**config.mk**
```make
export PLATFORM = sky130hd
export DESIGN_NAME = frame_bank_scheduler
export DESIGN_NICKNAME = d
export VERILOG_FILES = /design/src/rtl/frame_bank_pkg.sv /design/src/rtl/frame_bank_pick.sv /design/src/rtl/frame_bank_scheduler.sv
export SDC_FILE = /design/constraint.sdc
export NUM_CORES = 1
export LEC_CHECK = 0
export BUFFER_PORTS_ARGS = -buffer_cell sky130_fd_sc_hd__buf_2
export CAP_MARGIN = 25
export CORE_MARGIN = 10
export CORE_UTILIZATION = 55
export CTS_CLUSTER_DIAMETER = 80
export DETAILED_ROUTE_END_ITERATION = 12
export HOLD_SLACK_MARGIN = 0.15
export PLACE_DENSITY = 0.86
export RECOVER_POWER = 100
export SLEW_MARGIN = 40
export SYNTH_ARGS = -nofsm -noshare
export SYNTH_HDL_FRONTEND = slang
export SYNTH_SLANG_ARGS = --single-unit
```
**constraint.sdc**
```tcl
create_clock -name vin_clk -period 6.1 [get_ports vin_clk]
set_clock_uncertainty 0.1 [all_clocks]
set_input_delay 0.61 -clock vin_clk [delete_from_list [all_inputs] [get_ports vin_clk]]
set_output_delay 0.61 -clock vin_clk [all_outputs]
set_load 0.01 [all_outputs]
```
**src/rtl/frame_bank_pkg.sv**
```systemverilog
// frame_bank_pkg: shared constants and types for the frame bank scheduler.
// Holds the bank count/width, the capture FSM state encoding and the widths
// of the line and timeout counters.
package frame_bank_pkg;

  localparam int NUM_BANKS = 4;
  localparam int BANK_W    = 2;
  localparam int LINE_W    = 12;
  localparam int TMO_W     = 24;

  typedef enum logic [0:0] {
    IDLE    = 1'b0,
    CAPTURE = 1'b1
  } state_t;

endpackage

```
**src/rtl/frame_bank_pick.sv**
```systemverilog
// frame_bank_pick: combinational choice of the next write bank.
// Ports: cur_bank_i (bank being written), latest_bank_i/latest_vld_i (newest
// complete frame), lock_bank_i/lock_vld_i (bank held by the reader); next_bank_o.
module frame_bank_pick
  import frame_bank_pkg::*;
(
  input  logic [BANK_W-1:0] cur_bank_i,
  input  logic [BANK_W-1:0] latest_bank_i,
  input  logic              latest_vld_i,
  input  logic [BANK_W-1:0] lock_bank_i,
  input  logic              lock_vld_i,
  output logic [BANK_W-1:0] next_bank_o
);

  logic [BANK_W-1:0] cand;
  logic              found;
  logic              excluded;

  // Walk forward from the current bank; the 4th candidate wraps back onto the
  // current bank. With at most two exclusions, one of the four always wins.
  always_comb begin
    next_bank_o = cur_bank_i + 1'b1;
    found       = 1'b0;
    cand        = '0;
    excluded    = 1'b0;
    for (int i = 1; i <= NUM_BANKS; i++) begin
      cand     = cur_bank_i + BANK_W'(i);
      excluded = (latest_vld_i && (cand == latest_bank_i)) ||
                 (lock_vld_i   && (cand == lock_bank_i));
      if (!found && !excluded) begin
        next_bank_o = cand;
        found       = 1'b1;
      end
    end
  end

endmodule

```
**src/rtl/frame_bank_scheduler.sv**
```systemverilog
// frame_bank_scheduler: rotates four DDR2 frame banks between the video writer
// and a frame reader, publishing complete frames and honouring a reader lock.
// Ports: vin_vs/vin_de/cfg_height in; wr_bank/wr_frame_start to the writer;
// rd_lock_req/rd_lock_ack/rd_bank/rd_bank_valid to the reader; drop_cnt status.
module frame_bank_scheduler
  import frame_bank_pkg::*;
#(
  parameter logic [TMO_W-1:0] TIMEOUT_CYC = 24'd8_000_000,
  parameter int               DROP_W      = 16
) (
  input  logic              rst_n,
  input  logic              vin_clk,
  input  logic              vin_vs,
  input  logic              vin_de,
  input  logic [LINE_W-1:0] cfg_height,
  output logic [BANK_W-1:0] wr_bank,
  output logic              wr_frame_start,
  input  logic              rd_lock_req,
  output logic              rd_lock_ack,
  output logic [BANK_W-1:0] rd_bank,
  output logic              rd_bank_valid,
  output logic [DROP_W-1:0] drop_cnt
);

  localparam logic [TMO_W-1:0] TMO_LAST = TIMEOUT_CYC - TMO_W'(1);

  state_t              state_q, state_d;
  logic                vs_s_q, vs_dly_q;
  logic                de_s_q, de_dly_q;
  logic [LINE_W-1:0]   line_cnt_q, line_cnt_d;
  logic [TMO_W-1:0]    tmo_cnt_q, tmo_cnt_d;
  logic [BANK_W-1:0]   wr_bank_q, wr_bank_d;
  logic                wr_start_q, wr_start_d;
  logic [BANK_W-1:0]   latest_q, latest_d;
  logic                latest_vld_q, latest_vld_d;
  logic [BANK_W-1:0]   lock_bank_q, lock_bank_d;
  logic                ack_q, ack_d;
  logic [BANK_W-1:0]   rd_bank_q, rd_bank_d;
  logic [DROP_W-1:0]   drop_q, drop_d;

  logic                vs_rise, de_fall;
  logic [LINE_W-1:0]   line_now;
  logic                new_frame, commit, drop_evt;
  logic [BANK_W-1:0]   pick_bank;

  // The sync inputs are registered once, then delayed once more for edge
  // detection, so a vs first seen at edge k acts at edge k+1.
  assign vs_rise = vs_s_q & ~vs_dly_q;
  assign de_fall = ~de_s_q & de_dly_q;

  // A line ending in the same cycle as vs still belongs to the ending frame.
  always_comb begin
    line_now = line_cnt_q;
    if (de_fall && (line_cnt_q != '1)) line_now = line_cnt_q + 1'b1;
  end

  // Capture FSM: frame boundaries, line counting and source-loss timeout.
  always_comb begin
    state_d    = state_q;
    line_cnt_d = line_cnt_q;
    tmo_cnt_d  = tmo_cnt_q;
    new_frame  = 1'b0;
    commit     = 1'b0;
    drop_evt   = 1'b0;
    case (state_q)
      IDLE: begin
        tmo_cnt_d = '0;
        if (vs_rise) begin
          new_frame = 1'b1;
          state_d   = CAPTURE;
        end
      end
      CAPTURE: begin
        line_cnt_d = line_now;
        if (vs_rise) begin
          tmo_cnt_d = '0;
          new_frame = 1'b1;
          if ((line_now == cfg_height) && (cfg_height != '0)) commit = 1'b1;
          else drop_evt = 1'b1;
        end else if (tmo_cnt_q == TMO_LAST) begin
          tmo_cnt_d = '0;
          drop_evt  = 1'b1;
          state_d   = IDLE;
        end else begin
          tmo_cnt_d = tmo_cnt_q + 1'b1;
        end
      end
      default: state_d = IDLE;
    endcase
    if (new_frame) line_cnt_d = '0;
  end

  // Published frame, reader lock and drop counter. The lock samples the
  // registered latest, so a request arriving with a commit gets the old frame.
  always_comb begin
    latest_d     = latest_q;
    latest_vld_d = latest_vld_q;
    lock_bank_d  = lock_bank_q;
    ack_d        = ack_q;
    drop_d       = drop_q;
    if (commit) begin
      latest_d     = wr_bank_q;
      latest_vld_d = 1'b1;
    end
    if (drop_evt && (drop_q != '1)) drop_d = drop_q + 1'b1;
    if (!rd_lock_req) begin
      ack_d       = 1'b0;
      lock_bank_d = '0;
    end else if (!ack_q && latest_vld_q) begin
      ack_d       = 1'b1;
      lock_bank_d = latest_q;
    end
    rd_bank_d = ack_d ? lock_bank_d : latest_d;
  end

  // Exclusions use next-cycle latest/lock so a same-cycle commit or lock is
  // never handed to the writer.
  frame_bank_pick u_pick (
    .cur_bank_i    (wr_bank_q),
    .latest_bank_i (latest_d),
    .latest_vld_i  (latest_vld_d),
    .lock_bank_i   (lock_bank_d),
    .lock_vld_i    (ack_d),
    .next_bank_o   (pick_bank)
  );

  always_comb begin
    wr_bank_d  = new_frame ? pick_bank : wr_bank_q;
    wr_start_d = new_frame;
  end

  always_ff @(posedge vin_clk or negedge rst_n) begin
    if (!rst_n) begin
      state_q      <= IDLE;
      vs_s_q       <= 1'b0;
      vs_dly_q     <= 1'b0;
      de_s_q       <= 1'b0;
      de_dly_q     <= 1'b0;
      line_cnt_q   <= '0;
      tmo_cnt_q    <= '0;
      wr_bank_q    <= '0;
      wr_start_q   <= 1'b0;
      latest_q     <= '0;
      latest_vld_q <= 1'b0;
      lock_bank_q  <= '0;
      ack_q        <= 1'b0;
      rd_bank_q    <= '0;
      drop_q       <= '0;
    end else begin
      state_q      <= state_d;
      vs_s_q       <= vin_vs;
      vs_dly_q     <= vs_s_q;
      de_s_q       <= vin_de;
      de_dly_q     <= de_s_q;
      line_cnt_q   <= line_cnt_d;
      tmo_cnt_q    <= tmo_cnt_d;
      wr_bank_q    <= wr_bank_d;
      wr_start_q   <= wr_start_d;
      latest_q     <= latest_d;
      latest_vld_q <= latest_vld_d;
      lock_bank_q  <= lock_bank_d;
      ack_q        <= ack_d;
      rd_bank_q    <= rd_bank_d;
      drop_q       <= drop_d;
    end
  end

  assign wr_bank        = wr_bank_q;
  assign wr_frame_start = wr_start_q;
  assign rd_lock_ack    = ack_q;
  assign rd_bank        = rd_bank_q;
  assign rd_bank_valid  = latest_vld_q;
  assign drop_cnt       = drop_q;

endmodule

```
==> reports/qor.yml <==
global_route:
  grt-ovfl-total: 0
  grt_first_pass_wirelength_mm: 14.7
  grt_pass1_vias: 3203
  antenna_found_initial: 0
  grt_use_total_pct: 16.0
  grt_max_degree: 69
power:
  power.density_mw_per_mm2: 267
  switching_share_pct: 31.4
  power.switching_uw: 353
  clkPwrFrac_pct: 32.4
  pwr-share-comb_pct: 18.5
  seqPwrFrac_pct: 49.1
  vdd_drop_max_mv: 0.139
  p_int_uw: 769
  p_leak_nw: 1.78
clock_network:
  cts_hold_buffers: 0
  cts-buffers-inserted: 9
  clock_path_buffers: 2
  tritoncts: "done"
  cts_resized: 0
  cts_max_level: 3
  cts_sinks: 68
  clock_latency_ns: 0.35
  clkSlewWorstSetupHoldPaths_ns: 0.07
  cts_root_buffer: "clkbuf_8"
  post_cts_buffers: 0
layout:
  area_growth_pct: 9.02
  nets: 459
  fin_util_pct: 61.9
  finalInstanceArea_sq_mm: 0.00420
  fillers: 572
  layout-drive-gt1-share_pct: 8.78
  antennaDiodeCount: 0
setup_path:
  worstReg2RegStart: "line_cnt_q[1]$_DFFE_PN0P_"
  path_cells: "ha_1, nand3_1, o31ai_1, nor3_1, or3_1, a31oi_1, a21boi_0, nand3_1, xnor2_1"
  cp_max_fo: 15
  slowest_stage: "a21boi_0"
  timing_worst_setup_path_type: "flip-flop to flip-flop"
  crit_start: "line_cnt_q[1]$_DFFE_PN0P_"
  cp-end-kind: "flip-flop"
  critPathLaunchType: "flip-flop"
  worstPathRequired_ns: 6.23
  slowest_delay_ns: 1.24
  crit_buf_inv: 0
  crit_arrival_ns: 4.38
  crit_top_cell: "nand3_1"
  critPathTopFamily: "compound AO/OA/AOI/OAI gates"
logic_synthesis:
  ys_types: 59
  ys_warn_count: 0
  synth_top_flop_cell: "dfrtp_1"
  ys_seq_elements: 68
  async_reset_ff_share_pct: 100
  syn_avg_cell_area_sq_um: 9.54
  synth_area_sq_mm: 0.00385
  syn-num-nets: 424
  synth-edff-count: 0
  netlist_instances: 404
  yosysSeqAreaShare_pct: 44.1
detailed_routing:
  drt_iter0_markers: 356
  wire_per_inst_um: 16.1
  firstDrtPassIters: 6
  antenna_left: 0
  dr_total_vias: 3218
  drc: 0
  avgViaCountPerCell: 5.96
  finalWirelength_mm: 8.71
status:
  violations: "max-capacitance violations, max-slew violations"
  status: "complete, but fails checks"
timing:
  setup_viol: 0
  tightest_slew_ns: 3.46
  period_minus_slack_ns: 4.25
  relSlewSlack_pct: -131
  layout_setup_ws_ns: 1.85
  slew_viol_final: 85
  timing.fmax_mhz: 235
  hold_viol: 0
  period_share_pct: 69.7
  fin_tns_setup_ns: 0
  worst_hold_slack_ns: 0.270
  rsz0062_at_grt: "no"
floorplanning:
  rows: 30
  ios: 40
  core_sq_mm: 0.00679
  dieWidth_um: 104
  initial_core_util_pct: 56.7
  die_h_um: 104
  die_area_sq_mm: 0.0108
placement:
  dp_hpwl_mm: 6.14
  place.gp.congestion: 0.976
  dpl_cell_area_sq_mm: 0.00407
  pre_cts_slack_ns: 2.86
  io_buffers: 39
flow_run:
  drv_cap: 2
min_path:
  hold_path.class: "primary input to flip-flop"
  hp-start: "vin_de"
==> cells in the mapped netlist, drive strengths merged, types with 4 or more instances <==
cell type  instances  area share, %
xnor2             37            8.4
nor3              10            1.3
dfrtp             68             44
buf               11            2.2
nand3             26            3.4
nor2              46            4.5
clkbuf             5           0.49
a21oi             11            1.4
nor4               8            1.5
o21ai             13            1.7
and4               5            1.2
nand4             16            2.6
and2               6           0.97
nand2             34            3.3
or3                8            1.3
inv                9           0.88
xor2              20            4.5
a31oi              7            1.3
mux2i              5            1.3
and3              11            1.9
mux2               4            1.2
nand2b             5           0.81
==> logic make-up after synthesis <==
| family | after synthesis | share of synthesized area [%] |
|---|---|---|
| compound gates | 50 | 9.12 |
| xor+xnor | 58 | 13.5 |
| fa+ha+maj | 3 | 0.974 |
| buf+inv | 25 | 3.60 |
| flops | 68 | 44.1 |
| mux | 9 | 2.47 |
| simple gates | 191 | 26.2 |
==> metrics by stage <==
stage	cells	power [mW]
after floorplan	404	0.694
after global routing	540	1.18
after global placement	524	0.759
final	540	1.12
after CTS	540	1.14
after detailed placement	524	0.774
==> cell type report <==
type / count / area (sq um) / area share, %
Clock buffer: 10 / 128 / 3.04
Clock inverter: 6 / 65.1 / 1.55
Timing Repair Buffer: 40 / 170 / 4.05
Inverter: 9 / 33.8 / 0.804
Sequential cell: 68 / 1700 / 40.5
Multi-Input combinational cell: 311 / 1980 / 47.2
Tap cell: 96 / 120 / 2.86
==> placed cells by master (no fill, tap or decap), types with 10 or more instances in the layout <==
| cell type | n |
|---|---|
| buf_2 | 16 |
| and3_1 | 10 |
| nor3_1 | 10 |
| xor2_1 | 20 |
| xnor2_1 | 37 |
| nand3_1 | 26 |
| dfrtp_1 | 68 |
| o21ai_0 | 13 |
| a21oi_1 | 11 |
| clkbuf_1 | 25 |
| nand2_1 | 34 |
| nand4_1 | 16 |
| nor2_1 | 46 |
==> worst reg2reg max path, stage by stage (launching register included) <==
cell and delay [ns]:
dfrtp_1 0.45, ha_1 0.34, nand3_1 0.29, o31ai_1 0.42, nor3_1 0.11, or3_1 0.41
a31oi_1 0.27, a21boi_0 1.24, nand3_1 0.29, xnor2_1 0.22
==> flip-flops by register name, summed over array words and instances, names as in the netlist <==
| name | cells |
|---|---|
| tmo_cnt_q | 24 |
| drop_cnt | 16 |
| line_cnt_q | 12 |
| latest_q | 2 |
| lock_bank_q | 2 |
| rd_bank | 2 |
| wr_bank | 2 |
| de_dly_q | 1 |
| de_s_q | 1 |
| rd_bank_valid | 1 |
| rd_lock_ack | 1 |
| state_q | 1 |
| vs_dly_q | 1 |
| vs_s_q | 1 |
| wr_frame_start | 1 |
==> metal layers <==
metal / part of all wire, % / wire length, um / global-route usage, % / up-vias
met3: 6.3 / 550 / 5.02 / 22
met2: 49 / 4240 / 26.2 / 136
li1: - / - / - / 1505
met4: 2.3 / 200 / 6.16 / 0
met1: 43 / 3720 / 19.1 / 1555
met5: 0 / 0 / 0 / -
==> power by group through the flow <==
stage,sequential (mW),combinational [mW],clock (mW)
final,0.550,0.207,0.364
after global routing,0.557,0.234,0.390
after detailed placement,0.557,0.217,0
after floorplan,0.550,0.144,0
after global placement,0.552,0.207,0
after CTS,0.548,0.219,0.370
==> final timing paths <==
path	endpoint	slack, ns	depth (start not counted)
setup reg to reg	drop_cnt[5]$_DFFE_PN0P_	1.85	9
hold / removal	de_s_q$_DFF_PN0_	0.27	1
min in group asynchronous	drop_cnt[9]$_DFFE_PN0P_	1.42	2
hold reg to reg	vs_dly_q$_DFF_PN0_	0.28	0
setup / recovery	drop_cnt[5]$_DFFE_PN0P_	1.85	9
max in group asynchronous	line_cnt_q[5]$_DFFE_PN0P_	2.52	2
Note: power is estimated with default switching activity, not from simulation.
